[config.mk]
export PLATFORM = sky130hd
export DESIGN_NAME = alu_seq_ctrl
export DESIGN_NICKNAME = d
export VERILOG_FILES = /design/src/rtl/alu_pkg.sv /design/src/rtl/alu_seq_map.sv /design/src/rtl/alu_seq_ctrl.sv
export SDC_FILE = /design/constraint.sdc
export NUM_CORES = 1
export LEC_CHECK = 0
export CAP_MARGIN = 30
export CELL_PAD_IN_SITES_DETAIL_PLACEMENT = 0
export CELL_PAD_IN_SITES_GLOBAL_PLACEMENT = 1
export CORE_UTILIZATION = 33
export DETAILED_ROUTE_END_ITERATION = 8
export PLACE_DENSITY_LB_ADDON = 0.1
export RECOVER_POWER = 50
export SYNTH_ARGS = -nofsm -noshare
export SYNTH_HDL_FRONTEND = slang
export SYNTH_SLANG_ARGS = --single-unit
export TNS_END_PERCENT = 1
[constraint.sdc]
create_clock -name clk -period 1.75 [get_ports clk]
set_input_delay 0.175 -clock clk [delete_from_list [all_inputs] [get_ports clk]]
set_output_delay 0.175 -clock clk [all_outputs]
set_load 0.01 [all_outputs]
[src/rtl/alu_pkg.sv]
// Shared definitions for the nibble-serial ALU sequencer: ALU opcodes,
// command opcodes, FSM state encoding and a small opcode classifier.
package alu_pkg;

    // Opcodes understood by the 4-bit combinational ALU.
    localparam logic [3:0] ALU_AND = 4'b0000;
    localparam logic [3:0] ALU_OR  = 4'b0001;
    localparam logic [3:0] ALU_XOR = 4'b0100;
    localparam logic [3:0] ALU_NOT = 4'b0110;
    localparam logic [3:0] ALU_ADD = 4'b1010;

    // Command opcodes presented on cmd_op.
    localparam logic [2:0] CMD_AND  = 3'b000;
    localparam logic [2:0] CMD_OR   = 3'b001;
    localparam logic [2:0] CMD_XOR  = 3'b010;
    localparam logic [2:0] CMD_NOT  = 3'b011;
    localparam logic [2:0] CMD_ADD  = 3'b100;
    localparam logic [2:0] CMD_SUB  = 3'b101;
    localparam logic [2:0] CMD_ADC  = 3'b110;
    localparam logic [2:0] CMD_RSVD = 3'b111;

    // Sequencer states.
    typedef enum logic [1:0] {
        ST_IDLE = 2'b00,
        ST_EXEC = 2'b01,
        ST_DONE = 2'b10
    } seq_state_t;

    // True for commands whose carry chains between nibbles.
    function automatic logic is_arith(input logic [2:0] op);
        return (op == CMD_ADD) || (op == CMD_SUB) || (op == CMD_ADC);
    endfunction

endpackage

[src/rtl/alu_seq_map.sv]
// Maps the latched command opcode, the nibble position and the running carry
// onto the ALU control inputs. Everything is forced to zero outside EXEC.
module alu_seq_map
    import alu_pkg::*;
(
    input  logic       active,        // sequencer is in EXEC
    input  logic [2:0] op,            // latched command opcode
    input  logic       first,         // current nibble is nibble 0
    input  logic       carry_in_reg,  // carry out of the previous nibble
    input  logic       cin_q,         // latched cmd_cin (ADC only)
    output logic [3:0] alu_op,
    output logic       inv_b,         // SUB feeds the ALU with ~b
    output logic       alu_cin
);

    // Opcode translation and carry selection for the current nibble.
    always_comb begin
        // NOTE: every output gets a default first so no path leaves one unassigned and infers a latch.
        alu_op  = 4'b0000;
        inv_b   = 1'b0;
        alu_cin = 1'b0;
        if (active) begin
            case (op)
                CMD_AND: alu_op = ALU_AND;
                CMD_OR:  alu_op = ALU_OR;
                CMD_XOR: alu_op = ALU_XOR;
                CMD_NOT: alu_op = ALU_NOT;
                CMD_ADD: begin
                    alu_op  = ALU_ADD;
                    alu_cin = first ? 1'b0 : carry_in_reg;
                end
                CMD_SUB: begin
                    alu_op  = ALU_ADD;
                    inv_b   = 1'b1;
                    alu_cin = first ? 1'b1 : carry_in_reg;
                end
                CMD_ADC: begin
                    alu_op  = ALU_ADD;
                    alu_cin = first ? cin_q : carry_in_reg;
                end
                default: alu_op = 4'b0000;  // reserved opcode never reaches EXEC
            endcase
        end
    end

endmodule

[src/rtl/alu_seq_ctrl.sv]
// Nibble-serial sequencer: accepts one wide command, drives the external
// 4-bit ALU once per clock from the low nibble upward while chaining the
// carry, then presents the assembled result and flags until consumed.
module alu_seq_ctrl
    import alu_pkg::*;
#(
    parameter int NIBBLES = 2
) (
    input  logic                   clk,
    input  logic                   rst_n,
    input  logic                   cmd_valid,
    output logic                   cmd_ready,
    input  logic [2:0]             cmd_op,
    input  logic [4*NIBBLES-1:0]   cmd_a,
    input  logic [4*NIBBLES-1:0]   cmd_b,
    input  logic                   cmd_cin,
    output logic [3:0]             alu_a,
    output logic [3:0]             alu_b,
    output logic [3:0]             alu_op,
    output logic                   alu_cin,
    input  logic [3:0]             alu_result,
    input  logic                   alu_cout,
    output logic                   rsp_valid,
    input  logic                   rsp_ready,
    output logic [4*NIBBLES-1:0]   rsp_result,
    output logic                   rsp_carry,
    output logic                   rsp_zero,
    output logic                   rsp_err
);

    localparam int W     = 4 * NIBBLES;
    localparam int IDX_W = (NIBBLES > 1) ? $clog2(NIBBLES) : 1;
    localparam logic [IDX_W-1:0] LAST_IDX = IDX_W'(NIBBLES - 1);

    seq_state_t       state_q, state_d;
    logic [IDX_W-1:0] idx_q;
    logic [2:0]       op_q;
    logic [W-1:0]     a_q, b_q;
    logic             cin_q;
    logic [W-1:0]     result_q;
    logic             carry_q;
    logic             err_q;

    logic             in_exec;
    logic [3:0]       a_nib, b_nib;
    logic             inv_b;
    logic [3:0]       map_op;
    logic             map_cin;

    assign in_exec = (state_q == ST_EXEC);

    // State register.
    always_ff @(posedge clk or negedge rst_n) begin
        if (!rst_n) begin
            state_q <= ST_IDLE;
        end else begin
            // NOTE: sequential state uses non-blocking assignment so every register samples pre-edge values.
            state_q <= state_d;
        end
    end

    // Next-state logic and handshake outputs.
    always_comb begin
        state_d   = state_q;
        cmd_ready = 1'b0;
        rsp_valid = 1'b0;
        case (state_q)
            ST_IDLE: begin
                cmd_ready = 1'b1;
                if (cmd_valid) begin
                    state_d = (cmd_op == CMD_RSVD) ? ST_DONE : ST_EXEC;
                end
            end
            ST_EXEC: begin
                if (idx_q == LAST_IDX) begin
                    state_d = ST_DONE;
                end
            end
            ST_DONE: begin
                rsp_valid = 1'b1;
                if (rsp_ready) begin
                    state_d = ST_IDLE;
                end
            end
            default: state_d = ST_IDLE;
        endcase
    end

    // Command capture and per-nibble result/carry accumulation.
    always_ff @(posedge clk or negedge rst_n) begin
        if (!rst_n) begin
            // NOTE: the operand copies are reset along with the rest; they are a handful of flops, not a memory array.
            idx_q    <= '0;
            op_q     <= CMD_AND;
            a_q      <= '0;
            b_q      <= '0;
            cin_q    <= 1'b0;
            result_q <= '0;
            carry_q  <= 1'b0;
            err_q    <= 1'b0;
        end else begin
            case (state_q)
                ST_IDLE: begin
                    if (cmd_valid) begin
                        idx_q    <= '0;
                        op_q     <= cmd_op;
                        a_q      <= cmd_a;
                        b_q      <= cmd_b;
                        cin_q    <= cmd_cin;
                        result_q <= '0;
                        carry_q  <= 1'b0;
                        err_q    <= (cmd_op == CMD_RSVD);
                    end
                end
                ST_EXEC: begin
                    for (int k = 0; k < NIBBLES; k++) begin
                        if (idx_q == IDX_W'(k)) begin
                            result_q[4*k +: 4] <= alu_result;
                        end
                    end
                    carry_q <= is_arith(op_q) ? alu_cout : 1'b0;
                    idx_q   <= idx_q + IDX_W'(1);
                end
                default: ;
            endcase
        end
    end

    // Select the current operand nibbles from the latched operands.
    always_comb begin
        a_nib = 4'b0000;
        b_nib = 4'b0000;
        for (int k = 0; k < NIBBLES; k++) begin
            if (idx_q == IDX_W'(k)) begin
                a_nib = a_q[4*k +: 4];
                b_nib = b_q[4*k +: 4];
            end
        end
    end

    alu_seq_map u_map (
        .active       (in_exec),
        .op           (op_q),
        .first        (idx_q == '0),
        .carry_in_reg (carry_q),
        .cin_q        (cin_q),
        .alu_op       (map_op),
        .inv_b        (inv_b),
        .alu_cin      (map_cin)
    );

    assign alu_op  = map_op;
    assign alu_cin = map_cin;
    assign alu_a   = in_exec ? a_nib : 4'b0000;
    assign alu_b   = in_exec ? (inv_b ? ~b_nib : b_nib) : 4'b0000;

    // Response fields come straight from registers; zero is only meaningful while presenting.
    assign rsp_result = result_q;
    assign rsp_carry  = carry_q;
    assign rsp_err    = err_q;
    assign rsp_zero   = (state_q == ST_DONE) && (result_q == '0);

endmodule
==> results.py <==
metrics = {
    "outcome": {
        "status": "finished clean",
    },
    "layout": {
        "area_growth_syn_to_layout_pct": 46.6,
        "drive_above_1_share_pct": 13.5,
        "num_antenna_cells": 0,
        "design_area_mm2": 0.00229,
        "layout.cells.non_filler": 282,
        "final_net_count": 259,
        "fill_cells": 444,
    },
    "critical_path": {
        "crit_type": "flip-flop to output port",
        "critPathArrivalTime_ns": 1.52,
        "rr_startpoint": "state_q[0]$_DFFE_PN0P_",
        "r2r_end": "b_q[5]$_DFFE_PN0P_",
        "cp-start-kind": "flip-flop",
        "crit_fanout": 4,
        "required_ns": 1.57,
        "reg2reg_depth": 6,
        "crit_path_end_kind": "output port",
        "r2r_setup_slack_ns": 0.13,
    },
    "clocking": {
        "clockBufferDepth": 2,
        "clockRootBuffer": "clkbuf_8",
        "insertion_delay_ns": 0.28,
        "cts_sinks": 33,
        "cts_hold_buf": 0,
        "clkTransAtPathRegs_ns": 0.07,
        "tritoncts": "built",
        "cts_buffers": 5,
        "htree_levels": 2,
    },
    "placement": {
        "placedCellCount": 274,
        "place_ws_ns": 0.0414,
        "io_buffers": 54,
        "place_area_mm2": 0.00219,
        "dpl.hpwl_um": 2780,
        "gp_congestion": 0.778,
    },
    "drt": {
        "wl_um": 3780,
        "dr.pass1.iters": 6,
        "antenna_left": 0,
        "vias": 1361,
        "drc": 0,
        "drt_iter0_drc": 68,
        "wl_per_cell_um": 13.4,
        "avgViaCountPerCell": 4.83,
    },
    "sta": {
        "min_period_over_period_pct": 97.0,
        "finalHoldViolCount": 0,
        "tightest_slew_ns": 0.833,
        "clock.fmax_mhz": 589,
        "rsz0062_at_grt": "true",
        "fin_skew_ns": 0.00615,
        "setup_tns_ns": 0,
        "setup_viol": 0,
        "setup_slack_ns": 0.0522,
        "whs_ns": 0.415,
        "finalMaxSlewViolations": 0,
        "min_period_ns": 1.70,
        "slew-limit-headroom_pct": 44.5,
    },
    "die": {
        "die_h_um": 70.8,
        "design.core.area_mm2": 0.00444,
        "fp.dieArea_mm2": 0.00502,
        "die_w_um": 70.8,
        "initial_core_util_pct": 35.2,
        "num_rows": 24,
        "boundaryPins": 55,
    },
    "logic_synthesis": {
        "synthAdderAreaFrac_pct": 0,
        "yosysWarningCount": 0,
        "synth_top_area_share_pct": 52.8,
        "synth.avg_cell_area_um2": 9.48,
        "synthTopCellsByArea": "dfrtp_1 53%, nand2_1 15%, mux2i_1 5.1%",
        "synth-xor-area-share_pct": 2.80,
        "muxShareOfSynthArea_pct": 5.12,
        "synth_flop_cell": "dfrtp_1",
        "syn_inst": 165,
        "yosys.area.top_type": "dfrtp_1",
        "synthesis.area_mm2": 0.00156,
        "ys_ff_latch": 33,
        "synth_top_family_by_area": "simple AND/OR/NAND/NOR gates",
        "ys_seq_area_share_pct": 52.8,
        "synth_edf_count": 0,
        "async_flop_share_pct": 100,
        "yosys.area_share.simple_pct": 27.0,
        "synth_compound_area_share_pct": 7.44,
        "synth_cell_types": 30,
        "syn_nets": 194,
    },
    "worst_hold_path": {
        "holdPathEnd": "a_q[6]$_DFFE_PN0P_",
        "hold_depth": 3,
        "hp-class": "input pin to flip-flop",
        "min-delay-start": "cmd_a[6]",
    },
    "pwr": {
        "ir_drop_mv": 0.692,
        "p_per_area_mw_per_mm2": 1650,
        "cellLeakagePower_nw": 1.18,
    },
    "grt": {
        "grt_max_degree": 34,
        "antenna_found_initial": 0,
        "grt.total_usage_pct": 16.9,
        "grt_pass1_vias": 1408,
        "grt_first_pass_wirelength_um": 6600,
        "gr-total-overflow": 0,
    },
    "job": {
        "drv_cap": 0,
    },
}
worst max-delay path by stage:
stage,from,end,cells after the start
6_report,op_q[1]$_DFFE_PN0P_,alu_b[3],4
5_1_grt,op_q[1]$_DFFE_PN0P_,alu_b[0],4
4_1_cts,state_q[1]$_DFFE_PN0P_,alu_a[0],4
3_5_place_dp,idx_q$_DFFE_PN0P_,alu_b[1],4
3_3_place_gp,op_q[0]$_DFFE_PN0P_,alu_b[3],4
2_1_floorplan,state_q[0]$_DFFE_PN0P_,rsp_carry$_DFFE_PN0P_,4
registers in the layout, indices dropped and copies added, names as in the netlist:
signal	flops
a_q	8
b_q	8
rsp_result	8
op_q	3
state_q	2
cin_q	1
idx_q	1
rsp_carry	1
rsp_err	1
layout make-up:
class                   instances  area, um^2  area share, %
clock inverters                 1        7.51          0.327
clock buffers                   6        82.6           3.60
flip-flops and latches         33         828           36.1
repair buffers                 68         626           27.3
multi-input cells             121         681           29.7
inverters                       1        3.75          0.164
well taps                      52        65.1           2.84
per-stage QoR:
| step | utilization, % | power, W |
|---|---|---|
| 6_report | 51.6 | 0.00378 |
| 3_3_place_gp | 49.4 | 0.00328 |
| 3_5_place_dp | 49.4 | 0.00330 |
| 5_1_grt | 51.6 | 0.00410 |
| 4_1_cts | 51.5 | 0.00386 |
| 2_1_floorplan | - | 0.00244 |
cells in the mapped netlist (2+ instances only):
cell type / n
nand2_1: 62
a21oi_1: 2
o21ai_0: 2
a22o_1: 8
nand3_1: 2
nor3b_2: 2
clkbuf_1: 2
nand2b_1: 2
xnor2_1: 4
dfrtp_1: 33
buf_6: 4
buf_2: 4
mux2i_1: 8
nor4_1: 2
nand3b_1: 2
nor2_1: 12
routing by layer:
layer	GRT usage [%]	wire [um]	vias to the layer above
li1	-	-	671
met1	20.3	1640	647
met2	29.0	1890	36
met3	4.84	167	7
met4	6.00	70	0
met5	0	0	-
where the power goes:
part / internal (W) / leakage [nW] / total (W) / switching (W)
combinational: 0.000961 / 0.720 / 0.00183 / 0.000864
sequential: 0.00112 / 0.415 / 0.00139 / 0.000269
clock: 0.000310 / 0.0433 / 0.000571 / 0.000261
total: 0.00239 / 1.18 / 0.00378 / 0.00139
cell families after synthesis:
logic type | count (synthesis)
and+or+nand+nor | 93
buffers and inverters | 11
AOI/OAI and AO/OA | 15
DFF | 33
muxes | 8
xor gates and xnor gates | 5
repair_timing:
item / in CTS / in global routing
resized for setup: 18 / 5
pin swaps: 4 / 1
setup endpoints to repair: 15 / 7
cloned: 0 / 0
buffers inserted: 0 / 1
layout by cell type (no fill, tap or decap), types with 2 or more instances in the layout:
cell	n
dfrtp_1	31
buf_4	13
mux2i_1	8
clkbuf_8	6
nand2_1	62
nand3b_1	2
xnor2_1	4
a22o_1	8
dlygate4sd2_1	12
dlygate4sd3_1	9
a21oi_1	2
nand3_1	2
clkdlybuf4s50_1	30
clkbuf_2	2
dfrtp_2	2
o21ai_0	2
nor2_1	12
nor3b_2	2
worst max-delay path: stages (launching register included):
cell	delay (ns)
dfrtp_1	0.37
nand3b_1	0.30
xnor2_1	0.20
nor2_1	0.10
dlygate4sd2_1	0.27
No activity file was read; power rests on OpenSTA's default activity.
